[config.mk]
export PLATFORM = sky130hd
export DESIGN_NAME = sky130_fd_io__lvc_pwrgood_seq
export DESIGN_NICKNAME = d
export VERILOG_FILES = /design/src/rtl/sky130_fd_io__lvc_pwrgood_seq.sv
export SDC_FILE = /design/constraint.sdc
export NUM_CORES = 1
export LEC_CHECK = 0
export ABC_AREA = 1
export ABC_CLOCK_PERIOD_IN_PS = 2100
export CAP_MARGIN = 20
export CORE_AREA = 3 3 43 73
export DETAILED_ROUTE_END_ITERATION = 6
export DIE_AREA = 0 0 46 76
export PLACE_DENSITY = 0.82
export SYNTH_ARGS = -nofsm -noshare
export SYNTH_HDL_FRONTEND = slang
export SYNTH_SLANG_ARGS = --single-unit
[constraint.sdc]
create_clock -name CLK -period 2.1 [get_ports CLK]
set_clock_uncertainty 0.1 [all_clocks]
set_input_delay 0.42 -clock CLK [delete_from_list [all_inputs] [get_ports CLK]]
set_output_delay 0.42 -clock CLK [all_outputs]
set_load 0.01 [all_outputs]
[src/rtl/sky130_fd_io__lvc_pwrgood_seq.sv]
// rtl/sky130_fd_io__lvc_pwrgood_seq.sv - power-good qualifier and staggered enable sequencer
// Synchronizes/debounces the core-supply detect flag, then raises enables in order and PWR_GOOD last.
module sky130_fd_io__lvc_pwrgood_seq #(
    parameter int SYNC_STAGES = 2,
    parameter int DEB_CYCLES  = 64,
    parameter int STEP_CYCLES = 16,
    parameter int NUM_EN      = 3,
    parameter int CNT_W       = 8
) (
    input  logic              CLK,
    input  logic              RESET_B,
    input  logic              P_CORE_DET,
    input  logic              HOLD,
    output logic [NUM_EN-1:0] EN_OUT,
    output logic              PWR_GOOD,
    output logic [1:0]        STATE,
    output logic [3:0]        GLITCH_CNT
);

    localparam int IDX_W = (NUM_EN > 1) ? $clog2(NUM_EN) : 1;
    localparam logic [CNT_W-1:0] DEB_LAST  = CNT_W'(DEB_CYCLES - 1);
    localparam logic [CNT_W-1:0] STEP_LAST = CNT_W'(STEP_CYCLES - 1);
    localparam logic [IDX_W-1:0] IDX_LAST  = IDX_W'(NUM_EN - 1);

    typedef enum logic [1:0] {
        ST_OFF      = 2'd0,
        ST_DEBOUNCE = 2'd1,
        ST_SEQ      = 2'd2,
        ST_GOOD     = 2'd3
    } state_t;

    logic [SYNC_STAGES-1:0] sync_q;
    logic                   det_s;

    state_t             state_q, state_d;
    logic [CNT_W-1:0]   cnt_q, cnt_d;
    logic [IDX_W-1:0]   idx_q, idx_d;
    logic [NUM_EN-1:0]  en_q, en_d;
    logic               pg_q, pg_d;
    logic [3:0]         glitch_q, glitch_d;

    // P_CORE_DET is asynchronous; only the last stage is ever consumed.
    always_ff @(posedge CLK or negedge RESET_B) begin
        if (!RESET_B) begin
            sync_q <= '0;
        end else begin
            sync_q <= {sync_q[SYNC_STAGES-2:0], P_CORE_DET};
        end
    end

    assign det_s = sync_q[SYNC_STAGES-1];

    always_ff @(posedge CLK or negedge RESET_B) begin
        if (!RESET_B) begin
            state_q  <= ST_OFF;
            cnt_q    <= '0;
            idx_q    <= '0;
            en_q     <= '0;
            pg_q     <= 1'b0;
            glitch_q <= '0;
        end else begin
            state_q  <= state_d;
            cnt_q    <= cnt_d;
            idx_q    <= idx_d;
            en_q     <= en_d;
            pg_q     <= pg_d;
            glitch_q <= glitch_d;
        end
    end

    always_comb begin
        state_d  = state_q;
        cnt_d    = cnt_q;
        idx_d    = idx_q;
        en_d     = en_q;
        pg_d     = pg_q;
        glitch_d = glitch_q;

        if (state_q != ST_OFF && (HOLD || !det_s)) begin
            // Collapse everything on one edge; HOLD masks the glitch count.
            state_d = ST_OFF;
            cnt_d   = '0;
            idx_d   = '0;
            en_d    = '0;
            pg_d    = 1'b0;
            if (!HOLD && glitch_q != 4'hF) begin
                glitch_d = glitch_q + 4'd1;
            end
        end else begin
            case (state_q)
                ST_OFF: begin
                    cnt_d = '0;
                    idx_d = '0;
                    en_d  = '0;
                    pg_d  = 1'b0;
                    if (det_s && !HOLD) begin
                        state_d = ST_DEBOUNCE;
                    end
                end
                ST_DEBOUNCE: begin
                    if (cnt_q == DEB_LAST) begin
                        state_d = ST_SEQ;
                        cnt_d   = '0;
                        idx_d   = '0;
                        en_d[0] = 1'b1;
                    end else begin
                        cnt_d = cnt_q + CNT_W'(1);
                    end
                end
                ST_SEQ: begin
                    if (cnt_q == STEP_LAST) begin
                        cnt_d = '0;
                        if (idx_q == IDX_LAST) begin
                            state_d = ST_GOOD;
                            pg_d    = 1'b1;
                        end else begin
                            idx_d = idx_q + IDX_W'(1);
                            for (int k = 0; k < NUM_EN; k++) begin
                                if (IDX_W'(k) == idx_d) begin
                                    en_d[k] = 1'b1;
                                end
                            end
                        end
                    end else begin
                        cnt_d = cnt_q + CNT_W'(1);
                    end
                end
                default: begin
                    state_d = ST_GOOD;
                end
            endcase
        end
    end

    assign EN_OUT     = en_q;
    assign PWR_GOOD   = pg_q;
    assign STATE      = state_q;
    assign GLITCH_CNT = glitch_q;

endmodule

# Word level (Yosys, flattened, before mapping)
# Index checks and enable logic that the tools add are counted.
op_classes:
  n_mul: 0
  magnitude_cmp: 0
  div: 0
  n_mux: 28
  n_addsub: 3
  eq_ne: 16
  n_reduce_logical: 18
  bitwise_logic: 0
  n_shift: 0
ops:
  columns: ["op", "n"]
  rows:
  - ["2-to-1 mux 8 bit", 3]
  - ["!= test 3 bit, second input constant", 8]
  - ["case mux 8 bit (3 select lines)", 1]
  - ["2-to-1 mux 2 bit", 9]
  - ["AND reduction 4 bit", 4]
  - ["case mux 2 bit (3 select lines)", 2]
  - ["2-to-1 mux 3 bit", 3]
  - ["adder 8 x 1 -> 8 bit, second input constant", 1]
  - ["equality test 8 x 4 -> 1 bit, second input constant", 1]
  - ["equality test 8 x 6 -> 1 bit, second input constant", 1]
  - ["2-to-1 mux 1 bit", 7]
  - ["AND reduction 5 bit", 1]
  - ["adder 4 x 1 -> 4 bit, second input constant", 1]
  - ["equality test 2 bit, second input constant", 2]
  - ["logical NOT 2 bit", 2]
  - ["!= test 4 bit, second input constant", 1]
  - ["case mux 2 bit (2 select lines)", 1]
  - ["nonzero test 4 bit", 1]
  - ["logical AND 1 bit", 3]
  - ["case mux 1 bit (3 select lines)", 1]
  - ["AND reduction 3 bit", 1]
  - ["nonzero test 3 bit", 1]
  - ["adder 2 x 1 -> 2 bit, second input constant", 1]
  - ["equality test 1 x 2 -> 1 bit, first input constant", 1]
  - ["7 further kinds", 8]
word_totals:
  mem_bits_ro: 0
  mem_count: 0
  elab_cells: 74
  in_bits: 4
  register_bits: 22
  out_inout_bits: 10
  ramBits: 0
  latch_bits: 0

# Logic depth before layout (Yosys ltp)
# Gate-level depths: netlist (run 1).
logic_depth:
  depth_word: 7
  depth_mapped: 11

# Worst setup path after synthesis (run 1)
# OpenSTA, ideal clock, no wires.
synth_path:
  path_kind: "reg2reg"
  from: "register state_q[0], in the netlist STATE[0]"
  to: "register idx_q[0]"
  slack_ps: 482
  stages_incl_launch_ff: 11
  period_less_slack_ps: 1618
  required_time_ps: 1883
  setup_time_ps: 117
  arrival_ps: 1402
  path_cell_list: "dfrtp_1 -> inv_1 -> ha_1 -> buf_4 -> nor2_4 -> nand3_2 -> buf_6 -> nand2_2 -> inv_1 -> nand3_1 -> nand2_1"
synth_via:
  elab_chain_cells: 4
synth_lines:
  columns: ["item", "line_no", "rtl"]
  rows:
  - ["start, declared", "35", "state_t state_q, state_d;"]
  - ["start signal, assigned", "62", "state_q <= state_d;"]
  - ["nonzero test 2 bit", "79", "if (state_q != ST_OFF && (HOLD || !det_s)) begin"]
  - ["logical AND 1 bit", "79", null]
  - ["!= test 3 bit (no source line) or nonzero test 4 bit (tied branches)", null, null]
  - ["AND reduction 4 bit (no source line)", null, null]
  - ["end signal, assigned", "64", "idx_q <= idx_d;"]
  - ["end, declared", "37", "logic [IDX_W-1:0] idx_q, idx_d;"]
# Parallel ways exist; a longest one is shown, timed or not.
# A chain may end at the register's enable or synchronous reset.

# Worst setup path in the final report (run 1)
layout_path:
  from: "register state_q[0], in the netlist STATE[0]"
  to: "register cnt_q[0]"
layout_via:
  elab_chain_cells: 3
layout_lines:
  columns: ["item", "line_no", "rtl"]
  rows:
  - ["equality test 2 bit (tied with other cells)", "90", "case (state_q)"]
  - ["case mux 8 bit (3 select lines) or logical AND 1 bit (tied branches)", "90, 79", null]
  - ["2-to-1 mux 8 bit or nonzero test 4 bit (tied branches)", null, null]
  - ["end signal, assigned", "63", "cnt_q <= cnt_d;"]
  - ["end, declared", "36", "logic [CNT_W-1:0] cnt_q, cnt_d;"]
# Parallel ways exist; a longest one is shown, timed or not.

==> qor.txt, run 1 <==
Placed Area = 1580 um2
Vias per cell = 5.393
Worst hold margin = 0.2579 ns
Multiplexer share of the synthesized area = 0
Share of the synthesized area in the top cell type = 0.3873
Worst EP arrival = 1.84 ns
Setup Buffers After CTS = 0
Row Count = 24
Leak pwr = 0.8014 nW
Max FO, Critical Path = 11
RSZ-0062 raised after global routing = no
Drt drc = 0
Most common cell in the netlist = nand2_1
Slew Viols, Final = 0
Syn Nets = 190
Clk Latency, worst-skew pair = 0.26 ns
I/O Pins = 14
CP startpoint kind = register
Fill cells = 236
Initial antenna violation count = 0
Final Core Density = 0.6279
Die Area = 3496 um2
Status = completed
Synth Flop Type = dfrtp_1
DRT Wirelength = 2731 um
Final min period = 1.800 ns
Drt first-iter violations = 35
PnR worst setup slack = 0.2998 ns
Cells after DPL = 216
M2 GR Usage = 0.3398
Slew headroom = 0.8109
Largest net degree at the start of global routing = 23
GRT Total Usage = 0.1879
CTS Buf Count = 3
Kind of critical path = register to register
Design area = 1622 um2
Port Buffer Count = 13
Post-CTS resize count = 0
Register area share after synthesis = 0.3873
Layout cells sized above 1 = 0.1451
R2R Path Start = STATE[0]
Data required time of the worst path = 2.14 ns
Antenna fix cells = 0
Fin crit share = 0.8573
Pwr Total = 1.995 mW
Complex-gate fraction of the synthesized area = 0.09419
Overflow after GRT = 0
Post-Syn Area = 1421 um2
Grt met3 use = 0.02128
H-tree lvl count = 1
CTS tree = yes
Hold Violations, Final = 0
DP HPWL = 2190 um
Peak VDD IR = 0.7271 mV
Post-Place Worst Slack = 0.1679 ns
Top cells by area, synth = dfrtp_1, nand2_1, ha_1
Max clock buf depth = 2
Final setup viols = 0
P per Cell Area = 1230 nW/um2
Global routing's busiest layer = met2
Layout Nets = 208
Synth Register Bits = 22
Clk root buf = clkbuf_8
Netlist cell types = 23
TNS Setup = 0 ns
Vias in the first global route = 1206
Max-Cap Viols = 0
Synth area leader = dfrtp_1
Sequential Area = 550.5 um2
Multi-input gate area = 758.2 um2
XOR/XNOR Fraction of Synth Area = 0.02465
Starting Density = 0.5504
Antenna Nets Post-Route = 0
FFs w/ async S/R, synth = 1.000
Crit path from = STATE[0]
Slew @ Worst Pin = 0.2808 ns
Post-synthesis adder-cell area fraction = 0.07923
Max Freq = 555.5 MHz
Largest family of logic cells by synthesized area = simple AND/OR/NAND/NOR gates
Placeable Area = 2582 um2
Fin cells = 219
Hold crit path type = register to register
Area share of and/or/nand/nor cells after synthesis = 0.3354
Hold Path Origin = sync_q[0]
Avg Inst Size Synth = 8.030 um2
CTS Sinks = 22
Yosys Warn Count = 0
Met1 Usage GRT = 0.1921
First-pass GRT wire length = 4981 um
Worst-path clk slew = 0.07 ns
Cts hold-fix bufs = 0
DR vias = 1181
Die Ht = 76 um
EDFF count, synth = 0
List of most frequent post-synthesis cells = nand2_1, dfrtp_1, inv_1, nand3_1, nor2_1
Area growth syn-to-layout = 14.08%
Die W = 46 um
CP Capture Type = register
GP Congestion = 0.7915
Drt wl/cell = 12.47 um
Drt first pass iters = 4
Synthesized instance count = 177
per-layer routing:
layer / wire length, um / vias up
li1: - / 593
met1: 1042 / 555
met2: 1531 / 24
met3: 76 / 9
met4: 80 / 0
met5: 0 / -
critical path, stage by stage (launching register included):
cell,delay (ns)
dfrtp_1,0.42
inv_1,0.10
ha_1,0.27
nor2_4,0.14
nand3_2,0.23
inv_1,0.20
nor2_1,0.09
nand3_1,0.08
o21ai_1,0.06
layout make-up:
| type | count | share of cell area |
|---|---|---|
| multi-input combinational | 128 | 0.4676 |
| sequential | 22 | 0.3395 |
| timing repair buffer | 15 | 0.08951 |
| inverter | 25 | 0.05787 |
| clock buffer | 3 | 0.02546 |
| tap | 26 | 0.02006 |
cells by family after synthesis:
logic type,Yosys count
AND/OR/NAND/NOR,90
buffers and inverters,27
AO/OA/AOI/OAI,25
flip-flops,22
adder cells (fa/ha/maj),9
XOR/XNOR,4
worst paths after layout:
check	to	slack, ns	depth (start not counted)
min in group asynchronous	EN_OUT[2]	0.41	2
hold / removal	sync_q[1]	0.26	0
max in group asynchronous	cnt_q[3]	1.27	2
setup / recovery	cnt_q[0]	0.30	8
hold reg to reg	sync_q[1]	0.26	0
setup reg to reg	cnt_q[0]	0.30	8
placed cells by master (no fill, tap or decap), drive strengths merged:
cell type,Yosys,layout
nand2,49,49
inv,25,25
dfrtp,22,22
nor2,21,21
nand3,19,19
clkdlybuf4s50,0,13
a21oi,11,11
o21ai,11,11
ha,9,9
xor2,3,3
clkbuf,0,3
o211ai,2,2
buf,2,2
xnor2,1,1
nor3b,1,1
o2111ai,1,1
report_power, final:
part	internal (mW)	switching, mW
logic	0.458	0.650
registers	0.534	0.0985
clock network	0.128	0.126
sequential cells by signal (all words and copies together), names as in the netlist:
| signal | flops |
|---|---|
| GLITCH_CNT | 4 |
| PWR_GOOD | 1 |
| sync_q | 2 |
| cnt_q | 8 |
| EN_OUT | 3 |
| idx_q | 2 |
| STATE | 2 |
(Power assumes the default switching activity.)
==> inputs of run 2 (changes only) <==
--- a/config.mk
+++ b/config.mk
@@ -7,11 +7,12 @@
 export LEC_CHECK = 0
 export ABC_AREA = 1
 export ABC_CLOCK_PERIOD_IN_PS = 2100
-export CAP_MARGIN = 20
-export CORE_AREA = 3 3 43 73
+export CAP_MARGIN = 10
+export CORE_AREA = 2 2 42 72
 export DETAILED_ROUTE_END_ITERATION = 6
-export DIE_AREA = 0 0 46 76
+export DIE_AREA = 0 0 44 74
 export PLACE_DENSITY = 0.82
+export REMOVE_ABC_BUFFERS = 1
 export SYNTH_ARGS = -nofsm -noshare
 export SYNTH_HDL_FRONTEND = slang
 export SYNTH_SLANG_ARGS = --single-unit
==> run 2 against run 1 <==
Net effect: via count is 0.93% lower; first-iteration DRC count is 34% lower; worst hold slack better by 0.0017 ns; non-clock buffer count stayed put; combinational power hardly changed.
==> qor.txt, run 2 (synthesized netlist as in run 1, its figures left out) <==
Max-Cap Viols = 0 (unchanged)
Flop-to-flop setup slack = 0.37 ns (was 0.30 ns)
Vias in the first global route = 1182 (was 1206)
Kind of critical path = register to primary output (was register to register)
I/O Pins = 14 (unchanged)
CP startpoint kind = register (unchanged)
Initial antenna violation count = 0 (unchanged)
Hold Violations, Final = 0 (unchanged)
CTS tree = yes (unchanged)
Starting Density = 0.5284 (was 0.5504)
Cts hold-fix bufs = 0 (unchanged)
Slew Viols, Final = 0 (unchanged)
Worst EP arrival = 1.27 ns (was 1.84 ns)
First-pass GRT wire length = 4830 um (was 4981 um)
P per Cell Area = 1239 nW/um2 (was 1230 nW/um2)
Vias per cell = 5.294 (was 5.393)
Drt drc = 0 (unchanged)
DRT Wirelength = 2664 um (was 2731 um)
Sequential Area = 550.5 um2 (unchanged)
DR vias = 1170 (was 1181)
Most frequent cells in the layout = nand2_1, dfrtp_1, inv_1 (unchanged)
Reg-to-Reg End = cnt_q[0] (unchanged)
Hold crit path type = register to register (unchanged)
Status = completed (unchanged)
Die W = 44 um (was 46 um)
Drt wl/cell = 12.05 um (was 12.47 um)
Max clock buf depth = 2 (unchanged)
Placed Area = 1582 um2 (was 1580 um2)
Layout Nets = 208 (unchanged)
Most common cell after layout, fill and taps aside = nand2_1 (unchanged)
GRT Total Usage = 0.1973 (was 0.1879)
Largest net degree at the start of global routing = 23 (unchanged)
Largest register FFs = 8 (unchanged)
Layout cells sized above 1 = 0.1495 (was 0.1451)
Largest Register = cnt_q (unchanged)
Port Buffer Count = 13 (unchanged)
Final Core Density = 0.6084 (was 0.6279)
Data required time of the worst path = 1.58 ns (was 2.14 ns)
R2R Path Start = STATE[0] (unchanged)
TNS Setup = 0 ns (unchanged)
Hold Path Origin = sync_q[0] (unchanged)
Drt first-iter violations = 23 (was 35)
Die Ht = 74 um (was 76 um)
Slew @ Worst Pin = 0.3013 ns (was 0.2808 ns)
Worst-path clk slew = 0.08 ns (was 0.07 ns)
Antenna fix cells = 0 (unchanged)
RSZ-0062 raised after global routing = no (unchanged)
PnR worst setup slack = 0.3101 ns (was 0.2998 ns)
Final min period = 1.790 ns (was 1.800 ns)
Post-Place Worst Slack = 0.1532 ns (was 0.1679 ns)
Leak pwr = 0.8086 nW (was 0.8014 nW)
Max Freq = 558.7 MHz (was 555.5 MHz)
Overflow after GRT = 0 (unchanged)
Design area = 1637 um2 (was 1622 um2)
CP max-delay cell = clkdlybuf4s50_1 (was dfrtp_1)
R2R depth = 8 (unchanged)
Cell Chain, Critical Path = clkdlybuf4s50_1 (was inv_1, ha_1, nor2_4, nand3_2, inv_1, nor2_1, nand3_1, o21ai_1)
Row Count = 25 (was 24)
Worst hold margin = 0.2596 ns (was 0.2579 ns)
Area growth syn-to-layout = 15.14% (was 14.08%)
WP buf/inv = 1 (was 2)
Clk Latency, worst-skew pair = 0.26 ns (about the same)
Peak VDD IR = 0.7673 mV (was 0.7271 mV)
Fill cells = 233 (was 236)
Post-CTS resize count = 0 (unchanged)
CTS Buf Count = 3 (unchanged)
Critical path's largest stage delay = 0.57 ns (was 0.42 ns)
Final setup viols = 0 (unchanged)
H-tree lvl count = 1 (unchanged)
Worst Hold Path Cells = 0 (unchanged)
DP HPWL = 2112 um (was 2190 um)
Placeable Area = 2690 um2 (was 2582 um2)
Drt first pass iters = 4 (unchanged)
Setup Buffers After CTS = 0 (unchanged)
Hold EP = sync_q[1] (unchanged)
CP delay by family, top = buffers and inverters (was simple AND/OR/NAND/NOR gates)
GP Congestion = 0.8262 (was 0.7915)
Slew headroom = 0.7970 (was 0.8109)
Fin crit share = 0.8523 (was 0.8573)
CP Capture Type = primary output (was register)
Multi-input gate area = 758.2 um2 (unchanged)
Clk root buf = clkbuf_8 (unchanged)
CTS Sinks = 22 (unchanged)
Antenna Nets Post-Route = 0 (unchanged)
Max FO, Critical Path = 4 (was 11)
Die Area = 3256 um2 (was 3496 um2)
run 2: worst max path at each step:
| stage | slack, ns | start | depth (start not counted) | end |
|---|---|---|---|---|
| after floorplan | 0.39 | STATE[0] | 8 | cnt_q[0] |
| after global placement | 0.21 | HOLD | 7 | cnt_q[0] |
| after detailed placement | 0.15 | HOLD | 10 | idx_q[0] |
| after CTS | 0.29 | GLITCH_CNT[0] | 1 | GLITCH_CNT[0] |
| after global routing | 0.18 | STATE[1] | 8 | cnt_q[0] |
| final | 0.31 | GLITCH_CNT[0] | 1 | GLITCH_CNT[0] |
run 2: metrics by stage:
stage | cells | total power [mW]
detailed placement | 217 | 1.748
finish | 221 | 2.027
floorplan | 175 | 1.389
global route | 221 | 2.230
CTS | 221 | 2.057
global placement | 217 | 1.698
run 2: metal layers:
| layer | global-route usage | part of all wire | routed length (um) | up-vias |
|---|---|---|---|---|
| li1 | - | - | - | 597 |
| met1 | 0.2136 | 0.40 | 1055 | 551 |
| met2 | 0.3660 | 0.56 | 1498 | 16 |
| met3 | 0.02184 | 0.020 | 52 | 6 |
| met4 | 0.09764 | 0.021 | 57 | 0 |
| met5 | 0 | 0 | 0 | - |
run 2: power breakdown:
part | total (mW) | switching [mW] | internal [mW]
clock network | 0.301 | 0.134 | 0.167
registers | 0.631 | 0.0977 | 0.534
logic | 1.09 | 0.639 | 0.456
total | 2.03 | 0.871 | 1.16
run 2: area by class of cell:
| type | instances | area share |
|---|---|---|
| clock buffer | 4 | 0.03364 |
| tap | 27 | 0.02064 |
| sequential | 22 | 0.3364 |
| timing repair buffer | 15 | 0.08868 |
| multi-input combinational | 128 | 0.4633 |
| inverter | 25 | 0.05734 |
run 2: worst reg2reg max path: stages, from the launching register on:
cell and delay, ns:
dfrtp_1 0.40, inv_1 0.09, ha_1 0.26, nor2_4 0.13, nand3_2 0.22, inv_1 0.18, nor2_1 0.08, nand3_1 0.09
o21ai_1 0.06
==> inputs of run 3 (changes only) <==
--- a/config.mk
+++ b/config.mk
@@ -11,7 +11,7 @@
 export CORE_AREA = 2 2 42 72
 export DETAILED_ROUTE_END_ITERATION = 6
 export DIE_AREA = 0 0 44 74
-export PLACE_DENSITY = 0.82
+export PLACE_DENSITY = 0.75
 export REMOVE_ABC_BUFFERS = 1
 export SYNTH_ARGS = -nofsm -noshare
 export SYNTH_HDL_FRONTEND = slang
==> run 3 against run 2 <==
Net effect: cell count did not move; total power rose by 4.3%; fmax rose by 0.91%; largest power group unchanged; highest routed layer unchanged.
==> qor.txt, run 3 (synthesized netlist as in run 1, its figures left out) <==
Status = completed (unchanged)
CP delay by family, top = buffers and inverters (unchanged)
Max-Cap Viols = 0 (unchanged)
First-pass GRT wire length = 4761 um (was 4830 um)
CP Capture Type = primary output (unchanged)
Hold Path Origin = sync_q[0] (unchanged)
RSZ-0062 raised after global routing = no (unchanged)
CTS Sinks = 22 (unchanged)
Vias per cell = 5.199 (was 5.294)
Placeable Area = 2690 um2 (unchanged)
Pwr Total = 2.114 mW (was 2.027 mW)
Initial antenna violation count = 0 (unchanged)
Post-CTS resize count = 0 (unchanged)
Flop-to-flop setup slack = 0.37 ns (about the same)
CP max-delay cell = clkdlybuf4s50_1 (unchanged)
Vias in the first global route = 1161 (was 1182)
Hold Violations, Final = 0 (unchanged)
Slew headroom = 0.7844 (was 0.7970)
Kind of critical path = register to primary output (unchanged)
GRT Total Usage = 0.1963 (was 0.1973)
Final min period = 1.774 ns (was 1.790 ns)
Port Buffer Count = 13 (unchanged)
Reg-to-Reg End = cnt_q[0] (unchanged)
Critical path's largest stage delay = 0.57 ns (about the same)
CTS Buf Count = 3 (unchanged)
R2R Path Start = STATE[0] (unchanged)
Max Freq = 563.8 MHz (was 558.7 MHz)
Max FO, Critical Path = 4 (unchanged)
Slew Viols, Final = 0 (unchanged)
Drt drc = 0 (unchanged)
Worst EP arrival = 1.25 ns (was 1.27 ns)
Area growth syn-to-layout = 16.29% (was 15.14%)
Die Area = 3256 um2 (unchanged)
Fin crit share = 0.8446 (was 0.8523)
Most common cell after layout, fill and taps aside = nand2_1 (unchanged)
Clk root buf = clkbuf_8 (unchanged)
Most frequent cells in the layout = nand2_1, dfrtp_1, inv_1 (unchanged)
DRT Wirelength = 2656 um (was 2664 um)
Peak VDD IR = 0.9514 mV (was 0.7673 mV)
Worst Hold Path Cells = 0 (unchanged)
Die Ht = 74 um (unchanged)
Final setup viols = 0 (unchanged)
Largest net degree at the start of global routing = 23 (unchanged)
Die W = 44 um (unchanged)
I/O Pins = 14 (unchanged)
Leak pwr = 0.8155 nW (was 0.8086 nW)
Worst-path clk slew = 0.09 ns (was 0.08 ns)
WP buf/inv = 1 (unchanged)
Hold crit path type = register to register (unchanged)
R2R depth = 8 (unchanged)
Layout Nets = 208 (unchanged)
P per Cell Area = 1279 nW/um2 (was 1239 nW/um2)
Fill cells = 238 (was 233)
Largest Register = cnt_q (unchanged)
Data required time of the worst path = 1.58 ns (about the same)
CP startpoint kind = register (unchanged)
Antenna Nets Post-Route = 0 (unchanged)
Largest register FFs = 8 (unchanged)
Starting Density = 0.5284 (unchanged)
Clk Latency, worst-skew pair = 0.27 ns (was 0.26 ns)
Hold EP = sync_q[1] (unchanged)
Setup Buffers After CTS = 0 (unchanged)
DP HPWL = 2108 um (was 2112 um)
Drt first-iter violations = 21 (was 23)
Drt wl/cell = 12.02 um (was 12.05 um)
Cts hold-fix bufs = 0 (unchanged)
Cell Chain, Critical Path = clkdlybuf4s50_1 (unchanged)
DR vias = 1149 (was 1170)
CTS tree = yes (unchanged)
Antenna fix cells = 0 (unchanged)
Max clock buf depth = 2 (unchanged)
GP Congestion = 0.8119 (was 0.8262)
Row Count = 25 (unchanged)
TNS Setup = 0 ns (unchanged)
Layout cells sized above 1 = 0.1495 (unchanged)
H-tree lvl count = 1 (unchanged)
Overflow after GRT = 0 (unchanged)
Slew @ Worst Pin = 0.3200 ns (was 0.3013 ns)
Drt first pass iters = 4 (unchanged)
-- run 3: layout make-up --
type,instances,area [um2],share of cell area
tap,27,33.78,0.02044
inverter,25,93.84,0.05678
clock buffer,3,41.29,0.02498
sequential,22,550.5,0.3331
multi-input combinational,128,758.2,0.4587
timing repair buffer,15,145.1,0.08781
clock inverter,1,30.03,0.01817
-- run 3: per-stage QoR --
| stage | hold WS [ns] | instances | instance area, um2 | worst slack (ns) | util |
|---|---|---|---|---|---|
| 5_1_grt | 0.2819 | 221 | 1653 | 0.2162 | 0.6144 |
| 4_1_cts | 0.2550 | 221 | 1653 | 0.3108 | 0.6144 |
| 2_1_floorplan | 0.02441 | 175 | 1403 | 0.3928 | - |
| 3_3_place_gp | 0.2333 | 217 | 1582 | 0.1939 | 0.5879 |
| 6_report | 0.2532 | 221 | 1653 | 0.3263 | 0.6144 |
| 3_5_place_dp | 0.2347 | 217 | 1582 | 0.1627 | 0.5879 |
-- run 3: metal layers --
metal | vias to the layer above | GRT usage | routed length (um)
met5 | - | 0 | 0
li1 | 598 | - | -
met2 | 14 | 0.3644 | 1504
met3 | 6 | 0.02427 | 46
met4 | 0 | 0.1111 | 62
met1 | 531 | 0.2044 | 1042
-- run 3: worst max path at each step --
stage | start | to | slack (ns) | depth (start not counted)
after floorplan | STATE[0] | cnt_q[0] | 0.39 | 8
after global placement | HOLD | cnt_q[0] | 0.19 | 7
after detailed placement | HOLD | EN_OUT[0] | 0.16 | 10
after CTS | GLITCH_CNT[0] | GLITCH_CNT[0] | 0.31 | 1
after global routing | STATE[0] | cnt_q[0] | 0.22 | 8
final | GLITCH_CNT[0] | GLITCH_CNT[0] | 0.33 | 1
-- run 3: report_power, final --
| group | total, mW | switching [mW] | internal, mW | leakage, nW |
|---|---|---|---|---|
| Sequential | 0.630 | 0.0961 | 0.534 | 0.290 |
| Clock | 0.397 | 0.142 | 0.255 | 0.0357 |
| Combinational | 1.09 | 0.631 | 0.456 | 0.489 |
